`config.mk`:
```
export PLATFORM = sky130hd
export DESIGN_NAME = config_chain_loader
export DESIGN_NICKNAME = d
export VERILOG_FILES = /design/src/rtl/config_chain_loader.sv
export SDC_FILE = /design/constraint.sdc
export NUM_CORES = 1
export LEC_CHECK = 0
export ABC_AREA = 0
export CAP_MARGIN = 20
export CORE_ASPECT_RATIO = 1.4
export CORE_MARGIN = 5
export CORE_UTILIZATION = 56
export CTS_BUF_LIST = sky130_fd_sc_hd__clkbuf_8
export DETAILED_ROUTE_END_ITERATION = 16
export PLACE_DENSITY = 0.83
export SYNTH_ARGS = -nofsm -noshare
export SYNTH_HDL_FRONTEND = slang
export SYNTH_SLANG_ARGS = --single-unit
```
`constraint.sdc`:
```
create_clock -name Config_Clock -period 2 [get_ports Config_Clock]
set_input_delay 0.4 -clock Config_Clock [delete_from_list [all_inputs] [get_ports Config_Clock]]
set_output_delay 0.4 -clock Config_Clock [all_outputs]
set_load 0.01 [all_outputs]
```
`src/rtl/config_chain_loader.sv`:
```
// ============================================================================
// config_chain_loader
// ----------------------------------------------------------------------------
// Transmitting end of the ConfigIn/ConfigOut serial configuration chain of a
// CGRA tile column. Bitstream words arrive over a valid/ready interface, most
// significant word first, and are serialised MSB-first onto the chain head.
// shift_en marks every cycle in which the chain must advance; it is used
// outside this block to gate Config_Clock to the chain.
//
// Word 0 carries only the leftover bits of the chain (its low FIRST_N bits);
// every later word carries a full WORD_W bits. After CHAIN_LEN shifts, the
// first bit sent sits at the chain tail and the last bit sent at the head.
//
// Parameters:
//   CHAIN_LEN   total bits in the target chain (>= 1)
//   WORD_W      width of one bitstream word (>= 2)
//
// Ports:
//   Config_Clock  in   block clock
//   Config_Reset  in   asynchronous, active-high reset
//   start         in   one-cycle request to begin a full chain load
//   word_valid    in   word_data holds a valid word
//   word_data     in   bitstream word, most-significant word first
//   word_ready    out  loader accepts a word this cycle
//   ConfigOut     out  serial bit to the chain head's ConfigIn
//   shift_en      out  chain advances one bit this cycle
//   busy          out  a load is in progress
//   done          out  one-cycle pulse when the load completes
//
// Optional readback (define CONFIG_READBACK_EN):
//   chain_tail    in   ConfigOut of the final chain cell
//   rb_valid      out  one-cycle pulse after each word's last shift
//   rb_data       out  bits that fell off the chain tail while that word was
//                      shifted in, right-aligned, upper bits zero
// ============================================================================

module config_chain_loader #(
    parameter int CHAIN_LEN = 46,
    parameter int WORD_W    = 32
) (
    input  logic              Config_Clock,
    input  logic              Config_Reset,
    input  logic              start,
    input  logic              word_valid,
    input  logic [WORD_W-1:0] word_data,
    output logic              word_ready,
    output logic              ConfigOut,
    output logic              shift_en,
    output logic              busy,
    output logic              done
`ifdef CONFIG_READBACK_EN
    ,
    input  logic              chain_tail,
    output logic              rb_valid,
    output logic [WORD_W-1:0] rb_data
`endif
);

    // ------------------------------------------------------------------------
    // Derived constants
    // ------------------------------------------------------------------------
    localparam int NWORDS   = (CHAIN_LEN + WORD_W - 1) / WORD_W;
    // Bits carried by word 0; the remaining words are all full.
    localparam int FIRST_N  = CHAIN_LEN - (NWORDS - 1) * WORD_W;
    // Left shift that moves word 0's valid field up to the MSB.
    localparam int FIRST_SKIP = WORD_W - FIRST_N;

    localparam int CNT_W = $clog2(WORD_W + 1);
    localparam int IDX_W = $clog2(NWORDS + 1);

    localparam logic [CNT_W-1:0] FIRST_N_C = CNT_W'(FIRST_N);
    localparam logic [CNT_W-1:0] FULL_N_C  = CNT_W'(WORD_W);
    localparam logic [CNT_W-1:0] CNT_ONE   = CNT_W'(1);
    localparam logic [IDX_W-1:0] IDX_ONE   = IDX_W'(1);
    localparam logic [IDX_W-1:0] IDX_LAST  = IDX_W'(NWORDS);

    typedef enum logic [1:0] {
        IDLE      = 2'd0,
        WAIT_WORD = 2'd1,
        SHIFT     = 2'd2,
        DONE      = 2'd3
    } state_e;

    // ------------------------------------------------------------------------
    // State
    // ------------------------------------------------------------------------
    state_e            state_q;
    logic [IDX_W-1:0]  word_idx_q;   // words accepted so far in this load
    logic [CNT_W-1:0]  bit_cnt_q;    // bits still to send, including current
    logic [WORD_W-1:0] shreg_q;      // bits after the one on ConfigOut, MSB next
    logic              word_ready_q;
    logic              config_out_q;
    logic              shift_en_q;
    logic              busy_q;
    logic              done_q;

`ifdef CONFIG_READBACK_EN
    logic [WORD_W-1:0] rb_acc_q;     // tail bits captured for the current word
    logic              rb_valid_q;
    logic [WORD_W-1:0] rb_data_q;
`endif

    // ------------------------------------------------------------------------
    // Word load preparation
    // ------------------------------------------------------------------------
    logic [CNT_W-1:0]  load_n_d;
    logic [WORD_W-1:0] load_word_d;

    // NOTE: every signal written here gets a value on every path first, so
    // no latch can be inferred.
    always_comb begin
        load_n_d    = FULL_N_C;
        load_word_d = word_data;
        if (word_idx_q == '0) begin
            load_n_d    = FIRST_N_C;
            // Unused upper bits of word 0 fall off the top here.
            load_word_d = word_data << FIRST_SKIP;
        end
    end

    // ------------------------------------------------------------------------
    // Control FSM with registered outputs
    // ------------------------------------------------------------------------
    // NOTE: all state here uses non-blocking assignments so every register
    // samples pre-edge values, independent of statement order.
    always_ff @(posedge Config_Clock or posedge Config_Reset) begin
        if (Config_Reset) begin
            state_q      <= IDLE;
            word_idx_q   <= '0;
            bit_cnt_q    <= '0;
            shreg_q      <= '0;
            word_ready_q <= 1'b0;
            config_out_q <= 1'b0;
            shift_en_q   <= 1'b0;
            busy_q       <= 1'b0;
            done_q       <= 1'b0;
`ifdef CONFIG_READBACK_EN
            rb_acc_q     <= '0;
            rb_valid_q   <= 1'b0;
            rb_data_q    <= '0;
`endif
        end else begin
            // Pulse outputs default low.
            done_q <= 1'b0;
`ifdef CONFIG_READBACK_EN
            rb_valid_q <= 1'b0;
`endif
            case (state_q)
                IDLE: begin
                    if (start) begin
                        state_q      <= WAIT_WORD;
                        word_idx_q   <= '0;
                        word_ready_q <= 1'b1;
                        busy_q       <= 1'b1;
                    end
                end

                WAIT_WORD: begin
                    // word_ready is high for the whole of this state.
                    if (word_valid) begin
                        state_q      <= SHIFT;
                        word_ready_q <= 1'b0;
                        shift_en_q   <= 1'b1;
                        config_out_q <= load_word_d[WORD_W-1];
                        shreg_q      <= load_word_d << 1;
                        bit_cnt_q    <= load_n_d;
                        word_idx_q   <= word_idx_q + IDX_ONE;
`ifdef CONFIG_READBACK_EN
                        rb_acc_q     <= '0;
`endif
                    end
                end

                SHIFT: begin
`ifdef CONFIG_READBACK_EN
                    // The bit leaving the tail at this edge is the old
                    // configuration; collect it for readback.
                    rb_acc_q <= (rb_acc_q << 1) | WORD_W'(chain_tail);
`endif
                    if (bit_cnt_q == CNT_ONE) begin
                        shift_en_q   <= 1'b0;
                        config_out_q <= 1'b0;
`ifdef CONFIG_READBACK_EN
                        rb_valid_q   <= 1'b1;
                        rb_data_q    <= (rb_acc_q << 1) | WORD_W'(chain_tail);
`endif
                        if (word_idx_q == IDX_LAST) begin
                            state_q <= DONE;
                            done_q  <= 1'b1;
                        end else begin
                            state_q      <= WAIT_WORD;
                            word_ready_q <= 1'b1;
                        end
                    end else begin
                        bit_cnt_q    <= bit_cnt_q - CNT_ONE;
                        config_out_q <= shreg_q[WORD_W-1];
                        shreg_q      <= shreg_q << 1;
                    end
                end

                DONE: begin
                    state_q <= IDLE;
                    busy_q  <= 1'b0;
                end

                default: begin
                    state_q      <= IDLE;
                    word_ready_q <= 1'b0;
                    shift_en_q   <= 1'b0;
                    config_out_q <= 1'b0;
                    busy_q       <= 1'b0;
                end
            endcase
        end
    end

    // ------------------------------------------------------------------------
    // Outputs
    // ------------------------------------------------------------------------
    assign word_ready = word_ready_q;
    assign ConfigOut  = config_out_q;
    assign shift_en   = shift_en_q;
    assign busy       = busy_q;
    assign done       = done_q;

`ifdef CONFIG_READBACK_EN
    assign rb_valid = rb_valid_q;
    assign rb_data  = rb_data_q;
`endif

endmodule
```
-- Word-level counts from Yosys, hierarchy flattened
Cells that the tools add are included.
- flip-flop bits (word level): 47
- latch bits: 0
- memory bits (writable): 0
- memory bits (read-only): 0
- input bits: 36
- output and inout port bits: 5
- logic and storage cells: 65
- memories: 0
- add/sub/neg operators: 2
- $mul: 0
- divide/modulo/power cells: 0
- $lt $le $gt $ge: 0
- equal/unequal tests: 10
- shift operators: 0
- muxes and demuxes: 31
- bitwise gates (word level): 0
- reductions and logical operators: 13
- operators by type and width (kind ; number):
    32-bit 2-to-1 mux ; 3
    32-bit one-hot mux with 2 select lines ; 1
    6-bit 2-to-1 mux ; 3
    2-bit 2-to-1 mux ; 6
    6-bit one-hot mux with 2 select lines ; 1
    3-bit AND reduction ; 4
    1-bit 2-to-1 mux ; 11
    2-bit inequality test, second input constant ; 5
    2-bit one-hot mux with 4 select lines ; 1
    2-bit == test, second input constant ; 3
    6-bit by 1-bit == test with 1-bit output, second input constant ; 1
    1-bit one-hot mux with 2 select lines ; 3
    2-bit nonzero test ; 3
    6-bit by 1-bit subtractor with 6-bit output, second input constant ; 1
    5-bit AND reduction ; 1
    2-bit logical NOT ; 2
    2-bit one-hot mux with 2 select lines ; 1
    2-bit AND reduction ; 2
    1-bit one-hot mux with 3 select lines ; 1
    3-bit nonzero test ; 1
    2-bit by 1-bit adder with 2-bit output, second input constant ; 1
    2-bit by 1-bit == test with 1-bit output, second input constant ; 1

-- Depth between registers and ports, before layout
- depth in word-level cells: 4
- gate-level depth with buffers: 8

-- Worst setup path after synthesis
Ideal clock, no wire load.
- path kind: register to register
- start: register word_idx_q[0]
- end: register shreg_q[29]
- setup time: 0.125 ns
- arrival time: 1.643 ns
- required time: 1.875 ns
- path slack: 0.232 ns
- stages on the path, launching flop included: 8
- buffers on the path: 2
- clock period less this slack: 1.768 ns
- cells stage by stage: dfrtp_1 > inv_1 > ha_1 > clkbuf_1 > buf_2 > mux2i_1 > o21ai_0 > mux2_4
- cells in the longest elaborated chain, start to end: 4
- RTL lines (what ; RTL line ; text):
    start, declared ; 88 ; logic [IDX_W-1:0] word_idx_q;
    start signal, assigned ; 167 ; word_idx_q <= word_idx_q + IDX_ONE;
    2-bit logical NOT ; 114 ; if (word_idx_q == '0) begin
    32-bit 2-to-1 mux ; 114 ;
    32-bit 2-to-1 mux ; 160 ; if (word_valid) begin
    32-bit one-hot mux with 2 select lines ; 148 ; case (state_q)
    end signal, assigned ; 165 ; shreg_q <= load_word_d << 1;
    end signal, assigned ; 197 ; shreg_q <= shreg_q << 1;
    end, declared ; 90 ; logic [WORD_W-1:0] shreg_q;
No other way between the ends. The select of a mux whose other input is x is not followed.
A chain may end at the register's enable or synchronous reset.

-- Worst setup path after layout
- start: register bit_cnt_q[3]
- end: register shreg_q[14]
- cells in the longest elaborated chain, start to end: 3
- RTL lines (what ; RTL line ; text):
    start, declared ; 89 ; logic [CNT_W-1:0] bit_cnt_q;
    start signal, assigned ; 166 ; bit_cnt_q <= load_n_d;
    start signal, assigned ; 195 ; bit_cnt_q <= bit_cnt_q - CNT_ONE;
    6-bit by 1-bit == test with 1-bit output ; 180 ; if (bit_cnt_q == CNT_ONE) begin
    2-bit inequality test (no source line) ; -- ;
    3-bit AND reduction (no source line) ; -- ;
No other way between the ends.

==> flow_summary.toml <==
[cells_and_area]
post-route-util = 0.7008
fin_nets = 337
design_area_mm2 = 0.003153
fillers = 365
multiInputGateArea_mm2 = 0.001260
regArea_mm2 = 0.001151
area_delta_synth_final_pct = 21.86
antenna-diode-count = 0
drive_gt1_frac = 0.1010

[sta]
fin_worst_skew_ns = 0.003497
relSlewSlack = 0.6766
fin_crit_ns = 1.839
clock.fmax_mhz = 543.7
finalSetupViolCount = 0
timing.final.crit_share = 0.9197
tns_ns = 0
tightest_slew_ns = 0.4729
rsz0062_at_grt = "no"
maxSlewViolCount = 0
hold_viol = 0
layout_setup_ws_ns = 0.1606

[detailed_routing]
drc = 0
detail-route-antenna-nets = 0
drtPass1Iterations = 4
routed_wl_um = 5055
dr_wl_met2_um = 2621
vias = 1942
highest_layer = "met4"
via_per_inst = 5.409
wl_met1_um = 2166
wl_per_cell_um = 14.08
dr_wl_met3_um = 150
drt_iter0_drc = 82

[clock_network]
cts_tree = "built"
clk_path_buf_depth = 2
numCtsBuffers = 5
clkLatencyLatePin_ns = 0.30
cts_resized = 0
clock_sinks = 46
cts_max_level = 2
path_clk_slew_ns = 0.08
cts_setup_buffers = 0
cts-hold-fix-buffers = 0
root_buffer = "clkbuf_8"

[setup_path]
path_class = "reg -> reg"
cp_data_arrival_time_ns = 2.03
cp_top_family = "simple AND/OR/NAND/NOR gates"
worst-path-buf-inv = 1
endpoint_kind = "register"
path_cells = "or3_4, o21ai_4, nand2_2, buf_12, mux2_4"
cp_max_fo = 30
worst_setup_path_start_kind = "register"
crit_slowest_cell = "dfrtp_1"
critPathMaxStageDelay_ns = 0.43
cp_data_required_time_ns = 2.19

[yosys]
synthesis.nets = 300
synth_area_leaders = "dfrtp_1 44%, mux2i_1 12%, mux2_4 7.5%, a21oi_1 4.8%, nor3b_1 4.6%"
synth.distinct_cells = 31
ys_seq_area_frac = 0.4449
synth_edf_count = 0
synth_top_area_cell = "dfrtp_1"
yosys_most_used_dff = "dfrtp_1"
synth_area_mm2 = 0.002587
ys_async_sr_fraction = 1.000
yosysWarnings = 0
synth_cells = 260
synth_top_area_share = 0.4449
avgSynthCellArea_um2 = 9.952
ys_ff_latch = 46

[placed_design]
dpl_cell_area_mm2 = 0.003077
port_buffers = 40
hpwl_um = 3597
pre_cts_slack_ns = 0.1754
gp_congestion = 0.9100

[status]
outcome = "finished clean"

[floorplan]
die-area_mm2 = 0.006099
rows = 29
start_util = 0.5751
core_region_area_mm2 = 0.004499
chipHeight_um = 90.43
die_width_um = 67.45
io_pins = 41

[pwr]
leakagePower_nw = 1.407
finalPower_mw = 4.346
power_density_mw_per_mm2 = 1378
vdd_ir_drop_max_uv = 799.8

[global_route]
grt_max_degree = 47
grtUsageTotal = 0.1815
gr-total-overflow = 0
antenna_found_initial = 0
grt_pass1_vias = 1994
grt_pass1_wl_um = 8514

[min_path]
hp-class = "in -> async"

[run]
drv_cap = 0
[layout by cell type (no fill, tap or decap)]
master           count
o22ai_1              3
o221ai_1             1
nand2b_1             2
mux2_4              13
nor3b_1             16
and3_1               2
inv_1               27
nor2b_4              1
nand2_2              1
o21ai_0             20
a21oi_1             25
clkdlybuf4s50_1     40
mux2i_1             32
a22o_1               2
buf_4                4
nor3_1               3
o22a_1               2
clkbuf_8             5
nand3b_1             3
and2_1               1
buf_12               3
nand3_1              3
a31oi_1              3
xnor2_1              1
inv_2                1
o21ai_4              1
nor2_1               9
ha_1                 4
a2111oi_0            1
nand2_1             19
dfrtp_1             46
nor2b_1              1
a21o_1               1
or3_4                1
[per-stage QoR]
stage,hold slack (ns),cells
2_1_floorplan,0.4687,260
3_3_place_gp,0.4660,352
6_report,0.4428,359
4_1_cts,0.4563,359
3_5_place_dp,0.4689,352
5_1_grt,0.4860,359
[flip-flops by register name (all words and copies together) (netlist names)]
register and count:
shreg_q 31, word_ready 1, word_idx_q 2, bit_cnt_q 6
busy 1, shift_en 1, ConfigOut 1, done 1
state_q 2
[worst min-delay path, delay by kind of cell]
family / cells / cell delay (ns)
buf+inv: 3 / 0.71
[report_power, final]
group / switching [mW] / leakage, nW / internal (mW) / total [mW]
sequential: 0.283 / 0.573 / 1.34 / 1.63
combinational: 1.07 / 0.788 / 1.13 / 2.20
clock: 0.288 / 0.0466 / 0.231 / 0.519
[path summary, 6_finish.rpt]
kind,from,endpoint,slack [ns],depth (start not counted)
worst max-delay path,bit_cnt_q[3],shreg_q[14],0.16,5
min in group Config_Clock,shift_en,shift_en,0.49,1
worst min-delay path,Config_Reset,word_idx_q[0],0.44,3
worst min register to register,shift_en,shift_en,0.49,1
max in group asynchronous,Config_Reset,shreg_q[4],1.34,3
worst max register to register,bit_cnt_q[3],shreg_q[14],0.16,5
[logic make-up (layout without fill, tap and decap cells)]
family                   after synthesis  after routing  share of synthesized area
AND/OR/NAND/NOR                       62             62                     0.1310
AO/OA/AOI/OAI                         59             59                     0.1311
flip-flops                            46             46                     0.4449
multiplexers                          45             45                     0.1992
buffers and inverters                 43             80                    0.07108
adder cells (fa/ha/maj)                4              4                    0.01934
XOR/XNOR                               1              1                   0.003386
[layout make-up]
type / instances / share of cell area
timing repair buffer: 47 / 0.1556
tap: 62 / 0.02460
clock inverter: 2 / 0.002381
multi-input combinational: 171 / 0.3996
clock buffer: 5 / 0.02183
sequential: 46 / 0.3651
inverter: 26 / 0.03095
[cell usage after synthesis (2+ instances only)]
library cell and count:
a21oi_1 25, a22o_1 2, a31oi_1 3, and3_1 2
buf_2 6, buf_6 2, clkbuf_1 9, dfrtp_1 46
ha_1 4, inv_1 26, mux2_4 13, mux2i_1 32
nand2_1 19, nand2b_1 2, nand3_1 3, nand3b_1 3
nor2_1 9, nor2b_1 2, nor3_1 3, nor3b_1 16
o21ai_0 20, o22a_1 2, o22ai_1 3
[routing by layer]
layer / up-vias / global-route usage
met2: 31 / 0.2978
met3: 11 / 0.04857
met4: 0 / 0.08122
li1: 972 / -
met5: - / 0
met1: 928 / 0.2165
Power figures use the tool's default switching activity.
